<file path="config.mk">
export PLATFORM = sky130hd
export DESIGN_NAME = memory_sync
export DESIGN_NICKNAME = d
export VERILOG_FILES = /design/src/rtl/memory_sync.sv
export SDC_FILE = /design/constraint.sdc
export NUM_CORES = 2
export LEC_CHECK = 0
export CORE_ASPECT_RATIO = 0.5
export CORE_MARGIN = 4
export CORE_UTILIZATION = 65
export DETAILED_ROUTE_END_ITERATION = 8
export PLACE_DENSITY = 0.81
export SETUP_SLACK_MARGIN = 0.15
export SYNTH_ARGS = -nofsm -noshare
export SYNTH_HDL_FRONTEND = slang
export SYNTH_SLANG_ARGS = --single-unit
</file>
<file path="constraint.sdc">
create_clock -name clk -period 12.1 [get_ports clk]
set_input_delay 1.21 -clock clk [delete_from_list [all_inputs] [get_ports clk]]
set_output_delay 1.21 -clock clk [all_outputs]
set_load 0.02 [all_outputs]
</file>
<file path="src/rtl/memory_sync.sv">
// Single-port word memory that zero-fills itself after reset; optional parity under MEMORY_SYNC_PARITY_EN.
// Latency: read data and valid are registered, one cycle after the accepted read.
// Backpressure: none; requests are ignored while busy is high during the init sweep.
module memory_sync #(
  parameter int WIDTH  = 8,
  parameter int DEPTH  = 256,
  parameter int ADDR_W = 8
) (
  input  logic              clk,
  input  logic              rst,
  input  logic [WIDTH-1:0]  in,
  input  logic [ADDR_W-1:0] address,
  input  logic              write,
  input  logic              read,
  output logic [WIDTH-1:0]  out,
  output logic              valid,
  output logic              busy
`ifdef MEMORY_SYNC_PARITY_EN
  ,
  input  logic              inject_err,
  output logic              parity_err
`endif
);

  localparam int IDX_W = $clog2(DEPTH);
`ifdef MEMORY_SYNC_PARITY_EN
  localparam int MW = WIDTH + 1;
`else
  localparam int MW = WIDTH;
`endif

  typedef enum logic {INIT, READY} state_t;

  state_t            state;
  logic [ADDR_W-1:0] cnt;
  logic [MW-1:0]     mem [DEPTH];

  logic              in_range;
  logic              acc_wr;
  logic              mem_we;
  logic [IDX_W-1:0]  idx;
  logic [IDX_W-1:0]  mem_idx;
  logic [MW-1:0]     wr_word;
  logic [MW-1:0]     mem_wdat;
  logic [MW-1:0]     rd_word;

  assign in_range = 32'(address) < DEPTH;
  assign idx      = address[IDX_W-1:0];
  assign acc_wr   = !rst && (state == READY) && write && in_range;

`ifdef MEMORY_SYNC_PARITY_EN
  // Even parity: stored bit makes the total count of ones even; inject flips it.
  assign wr_word = {(^in) ^ inject_err, in};
`else
  assign wr_word = in;
`endif

  assign mem_we   = !rst && ((state == INIT) || acc_wr);
  assign mem_idx  = (state == INIT) ? cnt[IDX_W-1:0] : idx;
  assign mem_wdat = (state == INIT) ? '0 : wr_word;

  // Read and write share one address, so a same-cycle write is always a hit: forward it.
  assign rd_word = acc_wr ? wr_word : (in_range ? mem[idx] : '0);

  always_ff @(posedge clk) begin
    if (mem_we) begin
      mem[mem_idx] <= mem_wdat;
    end
  end

  always_ff @(posedge clk) begin
    if (rst) begin
      state <= INIT;
      cnt   <= '0;
      busy  <= 1'b1;
      out   <= '0;
      valid <= 1'b0;
`ifdef MEMORY_SYNC_PARITY_EN
      parity_err <= 1'b0;
`endif
    end else begin
      valid <= 1'b0;
`ifdef MEMORY_SYNC_PARITY_EN
      parity_err <= 1'b0;
`endif
      case (state)
        INIT: begin
          cnt <= cnt + ADDR_W'(1);
          if (cnt == ADDR_W'(DEPTH - 1)) begin
            state <= READY;
            busy  <= 1'b0;
          end
        end
        READY: begin
          if (read) begin
            out   <= rd_word[WIDTH-1:0];
            valid <= 1'b1;
`ifdef MEMORY_SYNC_PARITY_EN
            parity_err <= ^rd_word;
`endif
          end
        end
        default: state <= INIT;
      endcase
    end
  end

endmodule

</file>
==> results.cfg <==
[status]
outcome = finished, violations left
violations = capacitance limit

[clock_tree]
cts.clk_slew.worst_paths_ns = 0.07
cts_buffers = 168
clockBufferDepth = 3
clkSinkCount = 2067
cts_htree_levels = 4
cts_resized = 0
clock_latency_ns = 0.80
cts_hold_repair.buffers = 0
cts_root_buf = clkbuf_16
cts_setup_buffers = 0
cts_tree = yes

[final_layout]
syn2layout_area_growth_pct = 8.61
final-instance-count-excl-fill = 5851
drive_above_1_share_pct = 19.9
final_design_area_no_fill_mm2 = 0.0879
nets = 4052

[grt]
grt_pass1_vias = 43100
grt_pass1_wl_um = 323000
grt_max_degree = 121
antenna_found_initial = 26
overflow = 0
grt_use_total_pct = 35.2

[timing]
fmax_mhz = 180
fin_crit_ns = 5.55
fin_crit_sh_pct = 45.8
rsz0062_at_grt = false
hold_viol = 0
final_max_slew_viol_count = 0
setup_ws_ns = 6.55
fin_setup_tns_ns = 0
tightest_slew_ns = 1.47
finClkSkew_ns = 0.0323
slew_headroom_pct = 0.662
setup_viol = 0

[routing]
ant_nets = 0
vias = 43900
post-route-drc-count = 0
drtPass1Iterations = 7
wl_per_cell_um = 38.7
routed_wl_um = 226000
vias_per_cell = 7.50
first_iter_violations = 8554

[yosys]
yosys.area.top_type = edfxtp_1
synth_seq_area_share_pct = 76.4
synth_flop_cell = edfxtp_1
syn-mean-instance-area_um2 = 20.3
synth_top_area_share_pct = 76.0
yosysWarnings = 0
syn_area_mm2 = 0.0809
synth_fp_nets = 4010
synth_edf_count = 2048
synth_seq_cells = 2067
ys_top_cells_by_area = edfxtp_1, mux4_2, nor2_1, mux2i_1, nand2_1
synthesis.instances = 3989
synth_cell_types = 66
async_flop_share_pct = 0

[placed_design]
dp.cells = 5535
numPortBuffers = 29
dpl_worst_slack_ns = 6.13
postPlaceCellArea_mm2 = 0.0827
hpwl_um = 134000
gp_congestion = 0.983

[setup_path]
end_kind = flop
cp.arrival_ns = 6.21
worstReg2RegStart = cnt[6]
required_ns = 12.76
start_kind = input port
worst-setup-path-type = in2reg
setup.worst_path.start = address[2]
path_max_fanout = 114

[min_path]
hp-start = busy
hold_class = reg2reg

[die]
rows = 91
initial_core_util_pct = 65.6
die_w_um = 507
dieArea_mm2 = 0.131
die-height_um = 258
pin_count = 30
core_area_mm2 = 0.123

[pwr]
p_total_mw = 13.7
leakagePower_nw = 28.5
max-vdd-ir-drop_uv = 156
power_density_mw_per_mm2 = 156

[flow_run]
max_cap_viol_count = 1
==> sequential cells by signal (all words and copies together), names as in the netlist <==
signal / count
busy: 1
cnt: 8
mem: 2048
out: 8
state: 1
valid: 1
==> cells in the final DEF (no fill, tap or decap), drive strengths merged, types with 10 or more instances in the layout <==
cell type	count
nand3	57
clkinv	72
clkbuf	214
nor4	18
o221ai	17
nor2b	25
a21oi	53
buf	84
nand2	151
o22ai	54
nand2b	16
mux2i	125
nor2	339
dfxtp	19
a2111oi	11
a211oi	24
a221oi	13
edfxtp	2048
mux4	470
xnor2	10
a31oi	10
o21ai	53
a22oi	43
mux2	21
and2	18
diode	15
a22o	14
inv	11
clkdlybuf4s50	24
nor3	42
==> cells in the mapped netlist, types with 19 or more instances <==
library cell and n:
a211oi_1 24, a21oi_1 53, a22oi_1 43, buf_2 74
buf_4 39, buf_6 30, clkbuf_1 75, dfxtp_1 19
edfxtp_1 2048, mux2_2 21, mux2i_1 125, mux4_2 470
nand2_1 151, nand3_1 57, nor2_1 339, nor2b_1 25
nor3_1 42, o21ai_0 49, o22ai_1 54
==> kinds of logic after synthesis <==
family / share of synthesized area [%]
DFF: 76.4
adders and majority gates: 0.0155
AOI/OAI and AO/OA: 2.92
xor gates and xnor gates: 0.162
muxes: 14.9
and+or+nand+nor: 3.79
buffers and inverters: 1.75
==> layout make-up <==
type	count	area (um2)
inverter	8	30.0
tap	1674	2090
antenna	15	37.5
clock buffer	214	4550
multi-input combinational	1678	17700
clock inverter	87	621
timing repair buffer	108	966
sequential	2067	61900
fill	6772	35500
==> power by group <==
group	switching [mW]	leakage (nW)	internal [mW]
registers	0.00358	20.1	7.75
logic	0.392	5.82	0.212
clock network	2.54	2.52	2.79
==> worst max-delay path, cell delays in order <==
cell and delay [ns]:
buf_8 0.51, buf_12 0.60, nand2_1 0.88, buf_4 0.52, a211oi_1 0.29, a221oi_1 0.13, a211oi_1 0.77, a221oi_1 0.53
or4_1 0.63
==> worst paths after layout <==
| kind | end | slack (ns) | cells after the start |
|---|---|---|---|
| worst min-delay path | busy | 0.58 | 2 |
| worst max-delay path | out[0] | 6.55 | 9 |
| worst max register to register | mem[248][1] | 7.81 | 4 |
| worst min register to register | busy | 0.58 | 2 |
==> through the flow <==
stage | util, % | hold slack (ns)
floorplan | - | 0.544
CTS | 71.2 | 0.583
detailed placement | 67.0 | 0.550
global route | 71.2 | 0.599
finish | 71.2 | 0.578
global placement | 67.0 | 0.558
==> metal layers <==
metal | GRT usage (%) | up-vias | share of wire [%] | wire, um
li1 | - | 16500 | - | -
met1 | 47.3 | 21900 | 32 | 73600
met2 | 49.5 | 4447 | 43 | 98000
met3 | 16.7 | 961 | 18 | 41400
met4 | 16.4 | 24 | 5.9 | 13400
met5 | 0 | - | 0.079 | 180
Power figures use the tool's default switching activity.
